--- config.mk ---
export PLATFORM = sky130hd
export DESIGN_NAME = user_proj_ha_capture
export DESIGN_NICKNAME = d
export VERILOG_FILES = /design/src/rtl/user_proj_ha_capture_pkg.sv /design/src/rtl/ha_capture_fifo.sv /design/src/rtl/user_proj_ha_capture.sv
export SDC_FILE = /design/constraint.sdc
export NUM_CORES = 1
export LEC_CHECK = 0
export CORE_UTILIZATION = 52
export DETAILED_ROUTE_END_ITERATION = 7
export PLACE_DENSITY = 0.9
export SKIP_LAST_GASP = 1
export SLEW_MARGIN = 5
export SYNTH_ARGS = -nofsm -noshare
export SYNTH_HDL_FRONTEND = slang
export SYNTH_HIERARCHICAL = 1
export SYNTH_SLANG_ARGS = --single-unit
export TNS_END_PERCENT = 30
--- constraint.sdc ---
create_clock -name wb_clk_i -period 5 [get_ports wb_clk_i]
set_clock_uncertainty 0.2 [all_clocks]
set_input_delay 1.5 -clock wb_clk_i [delete_from_list [all_inputs] [get_ports wb_clk_i]]
set_output_delay 1.5 -clock wb_clk_i [all_outputs]
set_load 0.01 [all_outputs]
--- src/rtl/user_proj_ha_capture_pkg.sv ---
// Shared register map, bit positions and helpers for the half-adder capture block.
package user_proj_ha_capture_pkg;

  typedef enum logic [1:0] {
    REG_CTRL   = 2'd0,
    REG_STATUS = 2'd1,
    REG_DATA   = 2'd2,
    REG_TIMER  = 2'd3
  } reg_idx_e;

  // CTRL bit positions
  localparam int CTRL_EN_BIT     = 0;
  localparam int CTRL_IRQ_EN_BIT = 1;
  localparam int CTRL_FLUSH_BIT  = 2;

  // STATUS bit positions
  localparam int STAT_COUNT_W    = 8;
  localparam int STAT_EMPTY_BIT  = 8;
  localparam int STAT_FULL_BIT   = 9;
  localparam int STAT_OVF_BIT    = 10;

  // Replace only the bytes of old_val whose select bit is set.
  function automatic logic [31:0] byte_merge(input logic [31:0] old_val,
                                             input logic [31:0] new_val,
                                             input logic [3:0]  sel);
    logic [31:0] res;
    res = old_val;
    for (int b = 0; b < 4; b++) begin
      if (sel[b]) res[8*b +: 8] = new_val[8*b +: 8];
    end
    return res;
  endfunction

endpackage

--- src/rtl/ha_capture_fifo.sv ---
// Synchronous FIFO with wrap-bit pointers; simultaneous push/pop allowed when full.
module ha_capture_fifo #(
  parameter int WIDTH = 18,
  parameter int DEPTH = 4
) (
  input  logic                     clk,
  input  logic                     rst,
  input  logic                     push,
  input  logic                     pop,
  input  logic                     flush,
  input  logic [WIDTH-1:0]         din,
  output logic [WIDTH-1:0]         dout,
  output logic [$clog2(DEPTH):0]   count,
  output logic                     full,
  output logic                     empty
);

  localparam int AW = $clog2(DEPTH);

  logic [WIDTH-1:0] mem [DEPTH];
  logic [AW:0]      wr_ptr;
  logic [AW:0]      rd_ptr;
  logic             do_push;
  logic             do_pop;

  assign count   = wr_ptr - rd_ptr;
  assign empty   = (wr_ptr == rd_ptr);
  assign full    = (wr_ptr[AW] != rd_ptr[AW]) && (wr_ptr[AW-1:0] == rd_ptr[AW-1:0]);
  assign do_pop  = pop && !empty;
  // A pop in the same cycle frees the slot, so a push into a full FIFO is accepted.
  assign do_push = push && !flush && (!full || do_pop);
  assign dout    = mem[rd_ptr[AW-1:0]];

  // Pointer update; flush wins over any push or pop in the same cycle.
  always_ff @(posedge clk) begin
    if (rst || flush) begin
      wr_ptr <= '0;
      rd_ptr <= '0;
    end else begin
      if (do_push) wr_ptr <= wr_ptr + 1'b1;
      if (do_pop)  rd_ptr <= rd_ptr + 1'b1;
    end
  end

  // Storage write; contents need no reset since the pointers define validity.
  always_ff @(posedge clk) begin
    if (do_push) mem[wr_ptr[AW-1:0]] <= din;
  end

endmodule

--- src/rtl/user_proj_ha_capture.sv ---
// Wishbone-readable capture of the half-adder pad outputs with timestamped FIFO.
module user_proj_ha_capture
  import user_proj_ha_capture_pkg::*;
#(
  parameter int WIDTH   = 2,
  parameter int DEPTH   = 4,
  parameter int TS_BITS = 16
) (
  input  logic              wb_clk_i,
  input  logic              wb_rst_i,
  input  logic              wbs_stb_i,
  input  logic              wbs_cyc_i,
  input  logic              wbs_we_i,
  input  logic [3:0]        wbs_sel_i,
  input  logic [31:0]       wbs_adr_i,
  input  logic [31:0]       wbs_dat_i,
  output logic              wbs_ack_o,
  output logic [31:0]       wbs_dat_o,
  input  logic [WIDTH-1:0]  io_in,
  output logic [WIDTH-1:0]  io_oeb,
  output logic [2:0]        irq
);

  localparam int CW = $clog2(DEPTH) + 1;
  localparam int EW = TS_BITS + WIDTH;

  // Capture path state
  logic [WIDTH-1:0]   s1;
  logic [WIDTH-1:0]   s2;
  logic [WIDTH-1:0]   last;
  logic               chg;

  // Control / status state
  logic               en;
  logic               irq_en;
  logic               ovf;
  logic               irq0;
  logic [TS_BITS-1:0] timer;

  // Wishbone decode
  reg_idx_e           idx;
  logic               valid;
  logic               acc;
  logic               wr;
  logic               rd;
  logic               ctrl_wr;
  logic               tmr_wr;
  logic               flush;
  logic               ovf_clr;
  logic               ovf_set;
  logic               pop;
  logic               push;
  logic [31:0]        rdat;
  logic [31:0]        timer_merged;

  // FIFO interface
  logic [EW-1:0]      fifo_din;
  logic [EW-1:0]      fifo_dout;
  logic [CW-1:0]      fifo_count;
  logic               fifo_full;
  logic               fifo_empty;

  logic               unused;

  assign unused = ^{wbs_adr_i[31:4], wbs_adr_i[1:0], timer_merged[31:TS_BITS]};

  assign idx     = reg_idx_e'(wbs_adr_i[3:2]);
  assign valid   = wbs_cyc_i && wbs_stb_i;
  // An access is taken only on the first valid cycle; the ack cycle itself is skipped.
  assign acc     = valid && !wbs_ack_o;
  assign wr      = acc && wbs_we_i;
  assign rd      = acc && !wbs_we_i;
  assign ctrl_wr = wr && (idx == REG_CTRL);
  assign tmr_wr  = wr && (idx == REG_TIMER);
  assign flush   = ctrl_wr && wbs_sel_i[0] && wbs_dat_i[CTRL_FLUSH_BIT];
  assign ovf_clr = wr && (idx == REG_STATUS) && wbs_sel_i[1] && wbs_dat_i[STAT_OVF_BIT];
  assign pop     = rd && (idx == REG_DATA);

  assign chg     = en && (s2 != last);
  assign push    = chg && !flush;
  // A dropped event is an overflow unless a same-cycle pop makes room or a flush discards it.
  assign ovf_set = chg && fifo_full && !pop && !flush;

  assign fifo_din     = {timer, s2};
  assign timer_merged = byte_merge(32'(timer), wbs_dat_i, wbs_sel_i);

  assign io_oeb = '1;
  assign irq    = {2'b00, irq0};

  ha_capture_fifo #(
    .WIDTH (EW),
    .DEPTH (DEPTH)
  ) u_fifo (
    .clk   (wb_clk_i),
    .rst   (wb_rst_i),
    .push  (push),
    .pop   (pop),
    .flush (flush),
    .din   (fifo_din),
    .dout  (fifo_dout),
    .count (fifo_count),
    .full  (fifo_full),
    .empty (fifo_empty)
  );

  // Read-data mux for the currently addressed register.
  always_comb begin
    rdat = '0;
    case (idx)
      REG_CTRL: begin
        rdat[CTRL_EN_BIT]     = en;
        rdat[CTRL_IRQ_EN_BIT] = irq_en;
      end
      REG_STATUS: begin
        rdat[STAT_COUNT_W-1:0] = 8'(fifo_count);
        rdat[STAT_EMPTY_BIT]   = fifo_empty;
        rdat[STAT_FULL_BIT]    = fifo_full;
        rdat[STAT_OVF_BIT]     = ovf;
      end
      REG_DATA: begin
        if (!fifo_empty) begin
          rdat[WIDTH-1:0]    = fifo_dout[WIDTH-1:0];
          rdat[31 -: TS_BITS] = fifo_dout[EW-1 -: TS_BITS];
        end
      end
      REG_TIMER: begin
        rdat[TS_BITS-1:0] = timer;
      end
      default: rdat = '0;
    endcase
  end

  // Single-cycle ack and registered read data, zero outside the ack cycle.
  always_ff @(posedge wb_clk_i) begin
    if (wb_rst_i) begin
      wbs_ack_o <= 1'b0;
      wbs_dat_o <= '0;
    end else begin
      wbs_ack_o <= acc;
      wbs_dat_o <= rd ? rdat : '0;
    end
  end

  // CTRL enable bits live in byte 0.
  always_ff @(posedge wb_clk_i) begin
    if (wb_rst_i) begin
      en     <= 1'b0;
      irq_en <= 1'b0;
    end else if (ctrl_wr && wbs_sel_i[0]) begin
      en     <= wbs_dat_i[CTRL_EN_BIT];
      irq_en <= wbs_dat_i[CTRL_IRQ_EN_BIT];
    end
  end

  // Sticky overflow flag; a new overflow beats a same-cycle clear.
  always_ff @(posedge wb_clk_i) begin
    if (wb_rst_i)     ovf <= 1'b0;
    else if (ovf_set) ovf <= 1'b1;
    else if (ovf_clr) ovf <= 1'b0;
  end

  // Free-running timestamp; a bus load beats the increment.
  always_ff @(posedge wb_clk_i) begin
    if (wb_rst_i)    timer <= '0;
    else if (tmr_wr) timer <= timer_merged[TS_BITS-1:0];
    else if (en)     timer <= timer + 1'b1;
  end

  // Two-flop synchronizer then change reference; last tracks s2 while disabled.
  always_ff @(posedge wb_clk_i) begin
    if (wb_rst_i) begin
      s1   <= '0;
      s2   <= '0;
      last <= '0;
    end else begin
      s1 <= io_in;
      s2 <= s1;
      if (!en || chg) last <= s2;
    end
  end

  // Registered data-available interrupt.
  always_ff @(posedge wb_clk_i) begin
    if (wb_rst_i) irq0 <= 1'b0;
    else          irq0 <= irq_en && !fifo_empty;
  end

endmodule

# Word level (Yosys, flattened, before mapping)
# Memory sizes are Yosys's and may differ from the RTL's. A register that Yosys moved wholly into a read port is not among the register bits.
# Index checks and enable logic that the tools add are counted.
# totals
register_bits	65
ramBits	72
input_bits	75
n_memories	1
# memory_table
name	depth	width	rd	rd_clocked_by_memory_dff	wr	line_no	text
u_fifo.mem	4	18	1	1	1	ha_capture_fifo.sv:20	logic [WIDTH-1:0] mem [DEPTH];
# classes
addsub	4
n_eq_ne	9
n_mux	13
bitwise	3
reduce_logical	40
# op_table
cell	n
$mux W16	2
$logic_and A1 B1 Y1	22
$pmux W9 S2	1
$add A16 B1 Y16 const B	1
$mux W8	2
$pmux W2 S4	1
$logic_not A1 Y1	7
$add A3 B1 Y3 const B	2
$mux W2	3
$eq A2 B2 Y1 const B	2
$mux W1	4
$ne A2 B2 Y1 const B	2
$reduce_and A2 Y1	2
$reduce_bool A2 Y1	2
$reduce_or A4 Y1	1
$eq A3 B3 Y1	1
$logic_or A1 B1 Y1	3
$not A1 Y1	3
$reduce_or A3 Y1	1
$sub A3 B3 Y3	1
$eq A2 B1 Y1 const B	1
$eq A2 B2 Y1	1
$logic_not A2 Y1	1
$ne A2 B2 Y1	1
2 further kinds	2

# Depth between registers and ports, before layout
# Gate-level depths: netlist of the first run.
# logic_depth
depth_word	12
ltp_mapped	7

# By module
# The synthesis of the first run kept the hierarchy.
# modules_own_cells
module	n_inst	cells_each	area_each_um2	seq_area_each_um2
ha_capture_fifo	1	152	3145.5	2322.2
user_proj_ha_capture	1	270	2602.5	1181.1

# Least setup slack after synthesis of the first run
# OpenSTA, ideal clock, no wires.
# synth_timing
path_type	input to register
start	in wbs_adr_i[2]
end	mem u_fifo.mem[1][0], enable pin
setup_time_ns	0.420
t_arrival_ns	3.846
required_time_ns	4.380
setup_slack_ns	0.534
stages	6
n_path_buf	1
path_cell_list	buf_2 -> nor4_2 -> and2_1 -> nor2_1 -> o31ai_4 -> nor3b_1
# synth_between
elab_chain_len	10
word_cells_on_any_way	14
classes_between	eq/ne (1); mux (2); reduce/logical (11)
# synth_lines
item	line_no	text
start: declaration	user_proj_ha_capture.sv:15	input logic [31:0] wbs_adr_i,
$logic_not A2 Y1	user_proj_ha_capture.sv:73	assign ctrl_wr = wr && (idx == REG_CTRL);
$logic_and A1 B1 Y1	user_proj_ha_capture.sv:73	
$logic_and A1 B1 Y1 (2 in series)	user_proj_ha_capture.sv:75	assign flush = ctrl_wr && wbs_sel_i[0] && wbs_dat_i[CTRL_FLUSH_BIT];
net flush	user_proj_ha_capture.sv:48	logic flush;
$logic_not A1 Y1	user_proj_ha_capture.sv:80	assign push = chg && !flush;
$logic_and A1 B1 Y1	user_proj_ha_capture.sv:80	
net push	user_proj_ha_capture.sv:52	logic push;
$logic_and A1 B1 Y1 (2 in series)	ha_capture_fifo.sv:31	assign do_push = push && !flush && (!full || do_pop);
$mux W1	ha_capture_fifo.sv:47	if (do_push) mem[wr_ptr[AW-1:0]] <= din;
$mux W1 (implied by the code)	ha_capture_fifo.sv:47	
end: declaration	ha_capture_fifo.sv:20	
# The timed path passes the listed nets, and every way through them passes these cells.

# Worst setup path in the final report of the first run
# layout_timing
start	in wbs_adr_i[3]
end	mem u_fifo.mem[2][13], enable pin
# Same word-level chain as after synthesis.

==> impl_metrics.json, run 1 <==
{
  "reg2regPathDepth": 8,
  "rsz0062_at_grt": "false",
  "synth-xor-area-share_pct": 0.892,
  "yosysTopAreaCell": "edfxtp_1",
  "met2_usage_pct": 37.4,
  "cpMostUsedCell": "buf_4",
  "routed_wl_mm": 12.4,
  "cellLeakagePower_nw": 2.42,
  "syn-cell-area_mm2": 0.00575,
  "cts_resized": 0,
  "switching_power_mw": 0.497,
  "yosysTopAreaCellShare_pct": 37.6,
  "ys.warnings.count": 6,
  "fmax_ghz": 0.266,
  "grt.busiest_layer": "met2",
  "cts_sinks": 139,
  "cts.clk_slew.worst_paths_ps": 60,
  "finalSetupViolCount": 0,
  "met3_usage_pct": 5.71,
  "tns_ps": 0,
  "synthCells": 422,
  "slew_headroom_pct": 43.6,
  "finalCriticalPeriod_ps": 3760,
  "gp_congestion": 0.905,
  "endpoint_kind": "register",
  "vias": 3860,
  "drt_iter0_drc": 386,
  "yosysSeqAreaShare_pct": 60.9,
  "violations": "design-rule violations",
  "io-pin-count": 113,
  "core_area_mm2": 0.0108,
  "synthSimpleGateAreaFrac_pct": 15.0,
  "synth_compound_area_share_pct": 7.71,
  "synth_top_family_by_area": "simple AND/OR/NAND/NOR gates",
  "mostFrequentLayoutCell": "edfxtp_1",
  "worst_hold_slack_ps": 262,
  "ff2ff_setup_slack_ps": 2440,
  "crit_type": "in -> reg",
  "syn_to_final_growth_pct": 23.9,
  "rr_startpoint": "wbs_ack_o$_SDFF_PP0_",
  "grt_max_degree": 31,
  "pwr-share-comb_pct": 2.8,
  "synth-adder-area-share_pct": 2.09,
  "cts_buffer_depth": 2,
  "antenna_left": 0,
  "chipHeight_um": 107,
  "gr-total-overflow": 0,
  "antenna_found_initial": 0,
  "synthFlopType": "edfxtp_1",
  "final_cell_mix": "72 x edfxtp_1, 67 x dfxtp_1, 60 x clkdlybuf4s50_1",
  "slowest_stage": "clkdlybuf4s50_1",
  "via_per_inst": 5.98,
  "worstPathArrival_ps": 3750,
  "slew_viol_final": 0,
  "critPathMaxFanout": 18,
  "maxCapViolCount": 0,
  "seqPwrFrac_pct": 47.3,
  "ys_types": 71,
  "fin_crit_sh_pct": 75.1,
  "hold_class": "reg -> reg",
  "status": "finished, violations left",
  "h-tree-depth": 4,
  "drive_above_1_share_pct": 16.8,
  "dieArea_mm2": 0.0115,
  "drtPass1Iterations": 8,
  "initial_core_util_pct": 53.3,
  "dpl.hpwl_mm": 8.15,
  "cts_tree": "done",
  "drcViolationCount": 1,
  "grt_pass1_wl_mm": 19.7,
  "die_x_um": 107,
  "endpoint": "u_fifo/mem[2][13]$_DFFE_PP_",
  "synth_seq_cells": 139,
  "syn_area_per_cell_um2": 13.6,
  "cp.required_ps": 5000,
  "synth_mux_area_share_pct": 10.2,
  "portBuffers": 60,
  "clk_latency_ps": 520,
  "ir_worst_vdd_mv": 0.211,
  "grt_pass1_vias": 3829,
  "p_clk_share_pct": 49.9,
  "cts_inserted_buffers": 17,
  "grt_util_met1_pct": 29.5,
  "rr_endpoint": "u_fifo/mem[2][13]$_DFFE_PP_",
  "powerDensity_mw_per_mm2": 360,
  "wl_per_cell_um": 19.2,
  "synth-edff-count": 72,
  "gr-usage-all-layers_pct": 23.4,
  "cp-start-kind": "input port",
  "critical_path.cell_chain": "clkdlybuf4s50_1 > nor4_2 > and2_1 > buf_4 > nor2_1 > o31ai_4 > nor3b_2 > buf_4",
  "p_int_mw": 2.07,
  "cts_root_buf": "clkbuf_8",
  "setup.worst_path.start": "wbs_adr_i[3]",
  "cpPeakStageDelay_ps": 750,
  "diodes": 0,
  "swShare_pct": 19.4,
  "cts_setup_buffers": 0,
  "finalNetCount": 577,
  "tightest_slew_ps": 845,
  "async_flop_share_pct": 0,
  "ctsHoldBuffers": 0,
  "rows": 38,
  "final_hold_viol_count": 0,
  "synth_area_leaders": "edfxtp_1 38%, dfxtp_1 23%, mux4_2 7.1%, and2_1 3.4%, mux2i_1 2.8%"
}
logic make-up after synthesis:
kind of cell	count (synthesis)
simple gates	143
flops	139
fa+ha+maj	9
mux	36
compound gates	56
xor+xnor	5
buf+inv	32
other cells	2
worst max-delay path, delay by kind of cell:
family / cells / cell delay [ps]
buf+inv: 3 / 1240
compound gates: 1 / 190
simple gates: 4 / 820
power by group through the flow:
stage | clock network (mW) | logic [mW] | registers (mW)
2_1_floorplan | 0 | 0.0396 | 1.23
3_3_place_gp | 0 | 0.0686 | 1.24
4_1_cts | 1.30 | 0.0711 | 1.21
6_report | 1.28 | 0.0722 | 1.21
5_1_grt | 1.36 | 0.0764 | 1.21
3_5_place_dp | 0 | 0.0705 | 1.24
final cells by class:
| type | count | area, um^2 |
|---|---|---|
| Clock buffer | 20 | 445 |
| Tap cell | 140 | 175 |
| Multi-Input combinational cell | 253 | 2100 |
| Timing Repair Buffer | 71 | 683 |
| Inverter | 11 | 41.3 |
| Clock inverter | 12 | 171 |
| Sequential cell | 139 | 3500 |
| Fill cell | 768 | 3670 |
worst min path at each step:
stage,start,cells past startpoint,to
4_1_cts,s1[0]$_SDFF_PP0_,1,s2[0]$_SDFF_PP0_
3_3_place_gp,s1[0]$_SDFF_PP0_,1,s2[0]$_SDFF_PP0_
6_report,s1[0]$_SDFF_PP0_,1,s2[0]$_SDFF_PP0_
3_5_place_dp,s1[0]$_SDFF_PP0_,1,s2[0]$_SDFF_PP0_
5_1_grt,s1[0]$_SDFF_PP0_,1,s2[0]$_SDFF_PP0_
2_1_floorplan,s1[0]$_SDFF_PP0_,1,s2[0]$_SDFF_PP0_
flip-flops by register name, summed over array words and instances, names as in the netlist, 2 cells and up, named ones only:
register       count
wbs_dat_o         32
timer             16
u_fifo/wr_ptr      3
s2                 2
u_fifo/rd_ptr      3
s1                 2
u_fifo/mem        72
last               2
metrics by stage:
stage                     util [%]  cell area [um^2]  instances  power, mW  setup WS (ps)
after floorplan                  -              5760        424       1.27            534
after global placement        60.2              6500        614       1.30            790
after detailed placement      60.2              6500        614       1.31            713
after CTS                     66.0              7120        646       2.58           1250
after global routing          66.0              7120        646       2.65           1160
final                         66.0              7120        646       2.56           1240
per-layer routing:
| layer | wire length, um | up-vias | part of all wire, % |
|---|---|---|---|
| met3 | 971 | 43 | 7.8 |
| met2 | 6140 | 220 | 49 |
| met1 | 4890 | 1861 | 39 |
| li1 | - | 1736 | - |
| met5 | 0 | - | 0 |
| met4 | 423 | 0 | 3.4 |
Yosys cell counts, drive strengths merged, types with 2 or more instances:
master   instances
o21ai           10
a22oi            2
dfxtp           67
a311oi           3
a211o            3
conb             2
and2            33
a21oi            7
xor2             2
and3             3
nor2b            8
nor3             9
nand4           11
a31oi            6
mux4            18
mux2i           16
nand4b           2
ha               8
inv             11
nand3           16
a2bb2oi          2
a211oi           3
clkbuf           3
buf             18
xnor2            3
nand2           23
mux2             2
or3              6
o31ai            3
o311ai           4
nor4             4
o211ai           3
and4             2
nor3b            6
edfxtp          72
nor2            15
a221oi           3
No activity file was read; power rests on OpenSTA's default activity.
==> inputs of run 2 (changes only) <==
--- a/config.mk
+++ b/config.mk
@@ -5,9 +5,9 @@
 export SDC_FILE = /design/constraint.sdc
 export NUM_CORES = 1
 export LEC_CHECK = 0
-export CORE_UTILIZATION = 52
+export CORE_UTILIZATION = 47
 export DETAILED_ROUTE_END_ITERATION = 7
-export PLACE_DENSITY = 0.9
+export PLACE_DENSITY = 0.87
 export SKIP_LAST_GASP = 1
 export SLEW_MARGIN = 5
 export SYNTH_ARGS = -nofsm -noshare
==> constraint.sdc (replaced) <==
create_clock -name wb_clk_i -period 3.3 [get_ports wb_clk_i]
set_clock_uncertainty 0.2 [all_clocks]
set_input_delay 0.99 -clock wb_clk_i [delete_from_list [all_inputs] [get_ports wb_clk_i]]
set_output_delay 0.99 -clock wb_clk_i [all_outputs]
set_load 0.01 [all_outputs]
==> impl_metrics.json, run 2 (same netlist as run 1, synthesis figures left out) <==
{
  "status": "finished, final reports clean",
  "cts_root_buf": "clkbuf_16",
  "met3_usage_pct": 5.08,
  "worst_hold_slack_ps": 236,
  "finalCriticalPeriod_ps": 3010,
  "maxCapViolCount": 0,
  "mostFrequentLayoutCell": "edfxtp_1",
  "cts_resized": 0,
  "fin_crit_sh_pct": 91.1,
  "antenna_left": 0,
  "final_hold_viol_count": 0,
  "cellLeakagePower_nw": 2.47,
  "critPathMaxFanout": 18,
  "cp.buffers_inverters": 2,
  "vias": 3888,
  "final_cell_mix": "72 x edfxtp_1, 67 x dfxtp_1, 60 x clkdlybuf4s50_1",
  "grt.busiest_layer": "met2",
  "via_per_inst": 5.87,
  "fillers": 927,
  "cts.clk_slew.worst_paths_ps": 60,
  "gr-total-overflow": 0,
  "gp_congestion": 0.890,
  "cpPeakStageDelay_ps": 590,
  "grt_pass1_wl_mm": 20.6,
  "diodes": 0,
  "crit_type": "in -> reg",
  "chipHeight_um": 113,
  "portBuffers": 60,
  "powerDensity_mw_per_mm2": 538,
  "hold_class": "reg -> reg",
  "drive_above_1_share_pct": 18.1,
  "cts_inserted_buffers": 17,
  "cts_setup_buffers": 0,
  "fmax_ghz": 0.333,
  "grt_util_met1_pct": 28.5,
  "rows": 40,
  "finalPower_mw": 3.90,
  "cp-start-kind": "input port",
  "endpoint_kind": "register",
  "dpl.hpwl_mm": 8.22,
  "drtPass1Iterations": 5,
  "grt_pass1_vias": 3797,
  "syn_to_final_growth_pct": 26.1,
  "cts_buffer_depth": 2,
  "clk_latency_ps": 420,
  "met2_usage_pct": 34.8,
  "dieArea_mm2": 0.0127,
  "cts_sinks": 139,
  "finalSetupViolCount": 0,
  "core_area_mm2": 0.0120,
  "slew_viol_final": 0,
  "rsz0062_at_grt": "false",
  "slew_headroom_pct": 51.5,
  "h-tree-depth": 4,
  "drt_iter0_drc": 385,
  "routed_wl_mm": 12.7,
  "antenna_found_initial": 0,
  "initial_core_util_pct": 48.1,
  "io-pin-count": 113,
  "largest_reg_flops": 72,
  "grt_max_degree": 31,
  "cts_tree": "done",
  "finalNetCount": 586,
  "wl_per_cell_um": 19.2,
  "critical_path.cell_chain": "clkdlybuf4s50_1 > nand2_1 > nor4_2 > and2_1 > nor2_1 > o31ai_4 > nor3b_2 > buf_12",
  "die_x_um": 113,
  "gr-usage-all-layers_pct": 21.8,
  "slowest_stage": "clkdlybuf4s50_1",
  "drcViolationCount": 0,
  "ctsHoldBuffers": 0,
  "worstPathArrival_ps": 2930,
  "ir_worst_vdd_mv": 0.288,
  "cp.required_ps": 3220,
  "tightest_slew_ps": 726,
  "critPathTopFamily": "simple AND/OR/NAND/NOR gates"
}
-- run 2: changes by cell type in the layout (fill, tap and decap cells not counted), sizes merged --
cell / before / now
buf: 11 / 20
bufinv: 4 / 2
clkbuf: 20 / 23
clkinv: 6 / 4
inv: 11 / 12
-- run 2: report_power, final --
group,internal (mW),total [mW],leakage [nW],switching (mW)
combinational,0.0562,0.115,1.00,0.0586
clock,1.24,1.95,0.298,0.705
sequential,1.82,1.84,1.17,0.0188
total,3.12,3.90,2.47,0.782
-- run 2: per-layer routing --
metal,share of wire [%],wire (um)
met5,0,0
met4,2.3,292
met3,6.9,878
met2,50,6300
met1,41,5250
-- run 2: stage by stage --
| step | instances | instance area, um^2 | setup TNS, ps | setup WS (ps) | utilization (%) |
|---|---|---|---|---|---|
| after global routing | 662 | 7250 | 0 | 321 | 60.6 |
| final | 662 | 7250 | 0 | 295 | 60.6 |
| after floorplan | 424 | 5780 | -4810 | -77.6 | - |
| after detailed placement | 630 | 6630 | -3430 | -68.0 | 55.4 |
| after CTS | 662 | 7250 | 0 | 355 | 60.6 |
| after global placement | 630 | 6630 | -636 | -19.5 | 55.4 |
-- run 2: final cells by class --
cell class	count	area (um^2)	share of cell area, %
clock buffers	23	510	7.04
clock inverters	9	108	1.48
inverters	11	41.3	0.570
multi-input cells	253	2100	29.0
flip-flops and latches	139	3500	48.3
well taps	147	184	2.54
repair buffers	80	801	11.0
-- run 2: path summary, 6_finish.rpt --
path | start | end | slack [ps] | cells after the start
max reg2reg | u_fifo/wr_ptr[0]$_SDFFE_PP0P_ | wbs_dat_o[1]$_SDFF_PP0_ | 1100 | 7
max | wbs_sel_i[0] | u_fifo/mem[1][13]$_DFFE_PP_ | 290 | 8
min | s1[1]$_SDFF_PP0_ | s2[1]$_SDFF_PP0_ | 240 | 1
min reg2reg | s1[1]$_SDFF_PP0_ | s2[1]$_SDFF_PP0_ | 240 | 1
==> inputs of run 3 (changes only) <==
--- a/config.mk
+++ b/config.mk
@@ -5,6 +5,7 @@
 export SDC_FILE = /design/constraint.sdc
 export NUM_CORES = 1
 export LEC_CHECK = 0
+export CAP_MARGIN = 20
 export CORE_UTILIZATION = 47
 export DETAILED_ROUTE_END_ITERATION = 7
 export PLACE_DENSITY = 0.87
==> constraint.sdc (replaced) <==
create_clock -name wb_clk_i -period 3.3 [get_ports wb_clk_i]
set_clock_uncertainty 0.2 [all_clocks]
set_input_delay 0.99 -clock wb_clk_i [delete_from_list [all_inputs] [get_ports wb_clk_i]]
set_output_delay 0.99 -clock wb_clk_i [all_outputs]
set_load 0.005 [all_outputs]
==> results of run 3 <==
Same layout as run 2 (identical final DEF). Status: finished, final reports clean.
